**src/rtl/seg_scan_ctrl.sv**
```systemverilog
// seg_scan_ctrl: eight-digit multiplexed hex display scanner.
// A prescaler paces the digit scan. At each frame boundary one of four
// sources is latched, so every frame shows a single coherent value. Sources
// are chosen manually or round-robin. The scanner supports leading-zero
// blanking, a source-identifying decimal point, and blanking of the whole
// frame when no source is valid.
module seg_scan_ctrl #(
    parameter logic [15:0] DIV  = 16'd50000,
    parameter logic [7:0]  HOLD = 8'd250
) (
    input  logic        clk,
    input  logic        clr,
    input  logic [31:0] src0,
    input  logic [31:0] src1,
    input  logic [31:0] src2,
    input  logic [31:0] src3,
    input  logic [3:0]  valid,
    input  logic        mode,
    input  logic [1:0]  sel,
    input  logic        blank_lz,
    output logic [7:0]  seg,
    output logic [7:0]  AN,
    output logic [1:0]  cur_src,
    output logic        frame_done
);

    logic [15:0] pcnt;
    logic [2:0]  dig;
    logic [7:0]  fcnt;
    logic [31:0] snap;
    logic        mode_q;
    logic        blank_frame;

    logic        tick;
    logic        boundary;
    logic [1:0]  auto_nxt;
    logic        auto_found;
    logic [1:0]  cand;
    logic [1:0]  new_src;
    logic [7:0]  new_fcnt;
    logic [31:0] new_snap;

    logic [3:0]  nib;
    logic [31:0] upper;
    logic        digit_blank;
    logic [6:0]  font;
    logic [7:0]  an_nxt;
    logic [7:0]  seg_nxt;

    assign tick     = (pcnt == DIV - 16'd1);
    assign boundary = tick && (dig == 3'd7);

    // Source and frame-counter decision applied at the next frame boundary
    always_comb begin
        auto_nxt   = cur_src;
        auto_found = 1'b0;
        cand       = cur_src;
        for (int unsigned k = 1; k < 4; k++) begin
            cand = cur_src + k[1:0];
            if (!auto_found && valid[cand]) begin
                auto_nxt   = cand;
                auto_found = 1'b1;
            end
        end

        new_src  = cur_src;
        new_fcnt = '0;
        if (mode) begin
            if (valid[sel]) new_src = sel;
        end else if (mode != mode_q) begin
            // Entering auto mode restarts the hold count without advancing.
            new_fcnt = '0;
        end else if (fcnt == HOLD - 8'd1) begin
            new_src  = auto_nxt;
            new_fcnt = '0;
        end else begin
            new_fcnt = fcnt + 8'd1;
        end

        case (new_src)
            2'd0:    new_snap = src0;
            2'd1:    new_snap = src1;
            2'd2:    new_snap = src2;
            default: new_snap = src3;
        endcase
    end

    // Prescaler, digit scan, and frame-boundary state updates
    always_ff @(posedge clk) begin
        if (clr) begin
            pcnt        <= '0;
            dig         <= '0;
            fcnt        <= '0;
            cur_src     <= '0;
            snap        <= '0;
            mode_q      <= 1'b0;
            blank_frame <= 1'b0;
            frame_done  <= 1'b0;
        end else begin
            frame_done <= boundary;
            if (tick) begin
                pcnt <= '0;
                dig  <= dig + 3'd1;
            end else begin
                pcnt <= pcnt + 16'd1;
            end
            if (boundary) begin
                cur_src     <= new_src;
                fcnt        <= new_fcnt;
                snap        <= new_snap;
                mode_q      <= mode;
                blank_frame <= (valid == 4'b0000);
            end
        end
    end

    // Digit decode: nibble font, blanking, and decimal-point marker
    always_comb begin
        nib         = snap[{dig, 2'b00} +: 4];
        upper       = snap >> {dig, 2'b00};
        digit_blank = blank_frame || (blank_lz && (dig != 3'd0) && (upper == '0));
        case (nib)
            4'h0:    font = 7'b0000001;
            4'h1:    font = 7'b1001111;
            4'h2:    font = 7'b0010010;
            4'h3:    font = 7'b0000110;
            4'h4:    font = 7'b1001100;
            4'h5:    font = 7'b0100100;
            4'h6:    font = 7'b0100000;
            4'h7:    font = 7'b0001111;
            4'h8:    font = 7'b0000000;
            4'h9:    font = 7'b0000100;
            4'hA:    font = 7'b0001000;
            4'hB:    font = 7'b1100000;
            4'hC:    font = 7'b0110001;
            4'hD:    font = 7'b1000010;
            4'hE:    font = 7'b0110000;
            default: font = 7'b0111000;
        endcase
        seg_nxt = {font, (dig == {1'b0, cur_src}) ? 1'b0 : 1'b1};
        an_nxt  = digit_blank ? '1 : ~(8'd1 << dig);
    end

    // Registered display drive, one clock behind dig/snap
    always_ff @(posedge clk) begin
        if (clr) begin
            AN  <= '1;
            seg <= '1;
        end else begin
            AN  <= an_nxt;
            seg <= seg_nxt;
        end
    end

endmodule

```
**config.mk**
```make
export PLATFORM = sky130hd
export DESIGN_NAME = seg_scan_ctrl
export DESIGN_NICKNAME = d
export VERILOG_FILES = /design/src/rtl/seg_scan_ctrl.sv
export SDC_FILE = /design/constraint.sdc
export NUM_CORES = 1
export LEC_CHECK = 0
export ABC_AREA = 1
export BUFFER_PORTS_ARGS = -buffer_cell sky130_fd_sc_hd__buf_2
export CAP_MARGIN = 20
export CORE_ASPECT_RATIO = 0.5
export CORE_MARGIN = 10
export CORE_UTILIZATION = 57
export DETAILED_ROUTE_END_ITERATION = 16
export HOLD_SLACK_MARGIN = 0.08
export PLACE_DENSITY_LB_ADDON = 0.1
export SETUP_SLACK_MARGIN = 0.1
export SLEW_MARGIN = 20
export SYNTH_ARGS = -nofsm -noshare
export SYNTH_HDL_FRONTEND = slang
export SYNTH_SLANG_ARGS = --single-unit
```
**constraint.sdc**
```tcl
create_clock -name clk -period 6.76 [get_ports clk]
set_input_delay 1.69 -clock clk [delete_from_list [all_inputs] [get_ports clk]]
set_output_delay 1.69 -clock clk [all_outputs]
set_load 0.01 [all_outputs]
```
Word-level counts from Yosys, hierarchy flattened

Memory sizes are Yosys's and may differ from the RTL's. A register that Yosys moved wholly into a read port is not among the register bits.
Index checks and enable logic that the tools add are counted.

Output and inout port bits: 19
Bits of input ports: 138
ROM bits: 112
Bits in registers: 80
Memories kept: 1
Word-level logic and storage cells: 68

Shifts and indexed selects: 3
Bitwise logic cells: 1
Magnitude comparators: 4
Multiplexer cells: 22
Reductions and logical operators: 14
Add/sub/neg operators: 6
Eq/ne operators: 7

Memories:

| memory          | depth | width | read ports | clocked after Yosys merged registers in | wr ports | line | text |
|---|---|---|---|---|---|---|---|
| (no name shown) | 16    | 7     | 1          | 1                                       | 0        | 122  | `case (nib)` |

Operator list:

| operator              | count |
|---|---|
| $pmux 32 s3           | 1 |
| $logic_not 32->1      | 1 |
| $shiftx 32x6->4       | 1 |
| $shr 32x5->32         | 1 |
| $mux 8                | 3 |
| $add 16x1->16 const B | 1 |
| $eq 16x16->1 const B  | 1 |
| $mux 2                | 7 |
| $lt 2x3->1 const B    | 4 |
| $add 8x1->8 const B   | 1 |
| $bmux 1 s2            | 4 |
| $eq 8x8->1 const B    | 1 |
| $not 8->8             | 1 |
| $shl 1x3->8 const A   | 1 |
| $mux 1                | 7 |
| $logic_and 1x1->1     | 5 |
| $add 2x2->2 const B   | 2 |
| $logic_not 4->1       | 1 |
| $reduce_or 2->1       | 2 |
| $add 3x1->3 const B   | 1 |
| $eq 3x2->1            | 1 |
| $eq 3x3->1 const B    | 1 |
| $reduce_bool 3->1     | 1 |
| $add 2x1->2 const B   | 1 |
| 6 further kinds       | 7 |

Logic depth before layout (Yosys ltp)

Word-level depth: 15
Gate-level depth with buffers: 20
Depth with buffers taken out: 17

Least setup slack after synthesis

Ideal clock, no wire load.

Kind: input to register
From: input sel[0]
To: register snap[23]
Data arrival time: 3043 ps
Cell stages on the path: 14
Required time: 6622 ps
Setup slack: 3580 ps
Setup time: 138 ps
Path buffers: 2
Cells stage by stage: inv_1 -> a21oi_1 -> o21ai_1 -> nand2_1 -> a21oi_1 -> inv_2 -> nand2_8 -> buf_8 -> buf_6 -> nand3b_1 -> nand2_1 -> clkinv_1 -> nand2_1 -> a21oi_2

Word-level cells in the longest chain between the ends: 6
Elaborated cells on any way between the ends: 8
Classes of those cells: eq/ne: 2; mux: 5; reduce/logical: 1

RTL lines:

| what                               | line | text |
|---|---|---|
| start, declared                    | 19   | `input logic [1:0] sel,` |
| $bmux 1 s2                         | 69   | `if (valid[sel]) new_src = sel;` |
| $mux 1 (not written as such)       | 69   |  |
| $mux 2 *                           | 69   |  |
| $mux 2 *                           | 68   | `if (mode) begin` |
| $eq 2x2->1 (tied with other cells) | 80   | `case (new_src)` |
| $pmux 32 s3 *                      | 80   |  |
| end signal, assigned               | 110  | `snap <= new_snap;` |
| end, declared                      | 30   | `logic [31:0] snap;` |

Mark *: on every way between the ends. The rest lies on a longest branch, timed or not. The select of a mux whose other input is x is not followed.
A chain may end at the register's enable or synchronous reset.

Final worst setup path

From: input sel[0]
To: register snap[2]

Same word-level chain as after synthesis.

==> reports/summary.txt <==
Fin Setup TNS -> 0 ns
Min-delay worst type -> reg -> reg
CP Class -> in -> reg
Nets -> 1143
Total power -> 1.117 mW
Critical path endpoint category -> flip-flop
R2R Path Start -> dig[0]
Clk network pwr share -> 44.7%
Antenna violations before repair -> 0
Post-Synthesis Cells -> 871
Pin count of the biggest net entering global routing -> 82
First-pass GRT wire length -> 27.36 mm
FMAX -> 264.5 MHz
Final setup skew -> 0.006637 ns
Top post-synthesis cells by count -> 229 x nand2_1, 99 x inv_1, 89 x nand3_1, 80 x dfxtp_1, 49 x a21oi_1
# setup viols final -> 0
R2r endpoint -> AN[2]
Share of cells above drive strength 1 -> 21.39%
Area Growth Syn to Fin -> 17.62%
Register area -> 1602 sq um
Worst-Margin Slew -> 1.032 ns
Number of hold buffers added after CTS -> 0
Initial Util -> 58.92%
Tcrit/Tclk final -> 55.93%
Register area share after synthesis -> 28.58%
Crit-path max FO -> 81
Num Clock Sinks -> 80
Setup WS pre-CTS -> 2.646 ns
Worst path arrival time -> 3.97 ns
Post-detail-place hpwl -> 12.59 mm
Clock Path Buffers -> 2
Status -> finished clean
GR Util All Layers -> 22.19%
Dominant cells by area after synthesis -> dfxtp_1 29%, nand2_1 15%, nand3_1 7.9%
DIE HEIGHT -> 90.11 um
Pwr per Cell Area -> 169.6 nW/um^2
Core area -> 9509 sq um
Detailed-route DRC error count -> 0
Reg clk slew, reported paths -> 0.06 ns
Synth Flop Type -> dfxtp_1
Yosys top cell area share -> 28.58%
Leakage -> 2.959 nW
Max-slew violations -> 0
DR iter-0 viols -> 411
Skew-Pair Late Insertion Delay -> 0.35 ns
Warnings, synthesis -> 0
Per-cell routed wire length -> 14.66 um
Mean post-synth cell area -> 6.433 sq um
Comb pwr share -> 12.6%
Slew HR -> 30.79%
CP Launch Type -> input pin
Maximum capacitance violations -> 0
Post-CTS setup buffers -> 0
Count of state elements after synthesis -> 80
Worst setup margin -> 2.979 ns
Final hold violation count -> 0
Syn Nets -> 1023
Die width -> 160.2 um
Layout Utilization -> 69.30%
Worst Setup SP -> sel[0]
Antenna viol nets, final -> 0
Via count -> 6038
Internal power consumption -> 0.8314 mW
Final wirelength -> 16.60 mm
RSZ-0062 raised after global routing -> no
Vias/cell -> 5.334
Total gr overflow -> 0
Final min period -> 3.781 ns
Post-CTS sizing -> 0
Yosys top cell by area -> dfxtp_1
Cell with the most instances after synthesis -> nand2_1
P_sw -> 0.2860 mW
Net Sw Frac -> 25.60%
Area of the multi-input gates -> 3268 sq um
Vias in the first global route -> 5713
Synth Cell Area -> 5603 sq um
Asr flop ratio synth -> 0%
R2R setup slack -> 3.42 ns
DIE AREA -> 14440 sq um
Number of flops mapped to enable cells by yosys -> 0
RePlAce Congestion -> 0.9169
Min-delay src -> pcnt[0]
Seq pwr share -> 42.7%
Hold EP -> pcnt[0]
H-Tree Depth -> 3
I/O pins -> 157
Worst Hold Depth -> 1
Path depth of the worst reg2reg path -> 9
# rows -> 25
CP required -> 6.95 ns
Inserted Clock Buffers -> 9
CTS tree -> yes
First-pass detailed-route iteration total -> 5
Input/output buffers -> 156
Yosys cell types -> 51
Layout fillers -> 876
Max IR drop VDD -> 0.1249 mV
Root buf cell -> clkbuf_16
## kinds of logic after synthesis
family,count (synthesis),share of synthesized area [%]
flip-flops,80,28.58
multiplexers,2,0.3573
adder cells (fa/ha/maj),14,3.126
buffers and inverters,168,13.09
AO/OA/AOI/OAI,148,15.39
AND/OR/NAND/NOR,455,38.83
XOR/XNOR,4,0.6254
## worst max-delay path, cell delays in order
cell and delay (ns):
buf_2 0.11, inv_1 0.08, a21oi_1 0.07, o21ai_1 0.10, nand2_1 0.09, o21ai_0 0.28
nand2_4 0.48, inv_2 0.59, nand2_1 0.11, nand2_1 0.11, nand2_1 0.07, nand2_1 0.07
a21oi_1 0.06
## power groups by stage
stage               clock, mW  sequential (mW)  combinational, mW
CTS                     0.504            0.477              0.140
global placement            0            0.488              0.138
floorplan                   0            0.489             0.0861
finish                  0.500            0.477              0.140
detailed placement          0            0.488              0.140
global route            0.526            0.477              0.157
## state kept, by name, summed over array words and instances, names as in the netlist
signal / cells
AN: 8
blank_frame: 1
cur_src: 2
dig: 3
fcnt: 8
frame_done: 1
mode_q: 1
pcnt: 16
seg: 8
snap: 32
## placed cells by master (no fill, tap or decap), types with 8 or more instances in the layout
cell type	Yosys	routed
a21oi_1	49	49
a21oi_2	10	10
buf_2	19	156
clkbuf_16	0	9
clkinv_1	13	13
dfxtp_1	80	80
ha_1	14	14
inv_1	99	99
nand2_1	229	229
nand3_1	89	89
nand3b_1	33	33
nand4_1	22	22
nor2_1	32	32
nor3_1	17	17
nor4_1	8	8
o21ai_0	44	44
o21ai_1	18	18
## layer usage
layer / part of all wire, % / global-route usage (%) / vias up
met1: 46 / 29.27 / 2719
met4: 1.2 / 6.155 / 0
li1: - / - / 3106
met2: 44 / 33.81 / 194
met5: 0 / 0 / -
met3: 8.5 / 7.325 / 19
## how the worst max path moves through the flow
stage / end / slack [ns] / cells after the start
3_5_place_dp: snap[2] / 2.65 / 13
4_1_cts: snap[2] / 3.00 / 13
3_3_place_gp: snap[2] / 2.69 / 13
5_1_grt: snap[12] / 2.66 / 17
2_1_floorplan: snap[23] / 3.58 / 14
6_report: snap[2] / 2.98 / 13
## through the flow
| stage | hold slack (ns) | instances | area (sq um) |
|---|---|---|---|
| CTS | 0.4565 | 1131 | 6588 |
| detailed placement | 0.4445 | 1115 | 6281 |
| global route | 0.4721 | 1131 | 6588 |
| finish | 0.4536 | 1132 | 6590 |
| floorplan | 0.4175 | 871 | 5603 |
| global placement | 0.4322 | 1115 | 6281 |
## layout make-up
cell class	count	area share, %
Sequential cell	80	24.30
Inverter	121	7.006
Antenna cell	1	0.03797
Clock buffer	10	3.626
Tap cell	135	2.563
Multi-Input combinational cell	623	49.59
Timing Repair Buffer	156	11.85
Clock inverter	6	1.025
No activity file was read; power rests on OpenSTA's default activity.
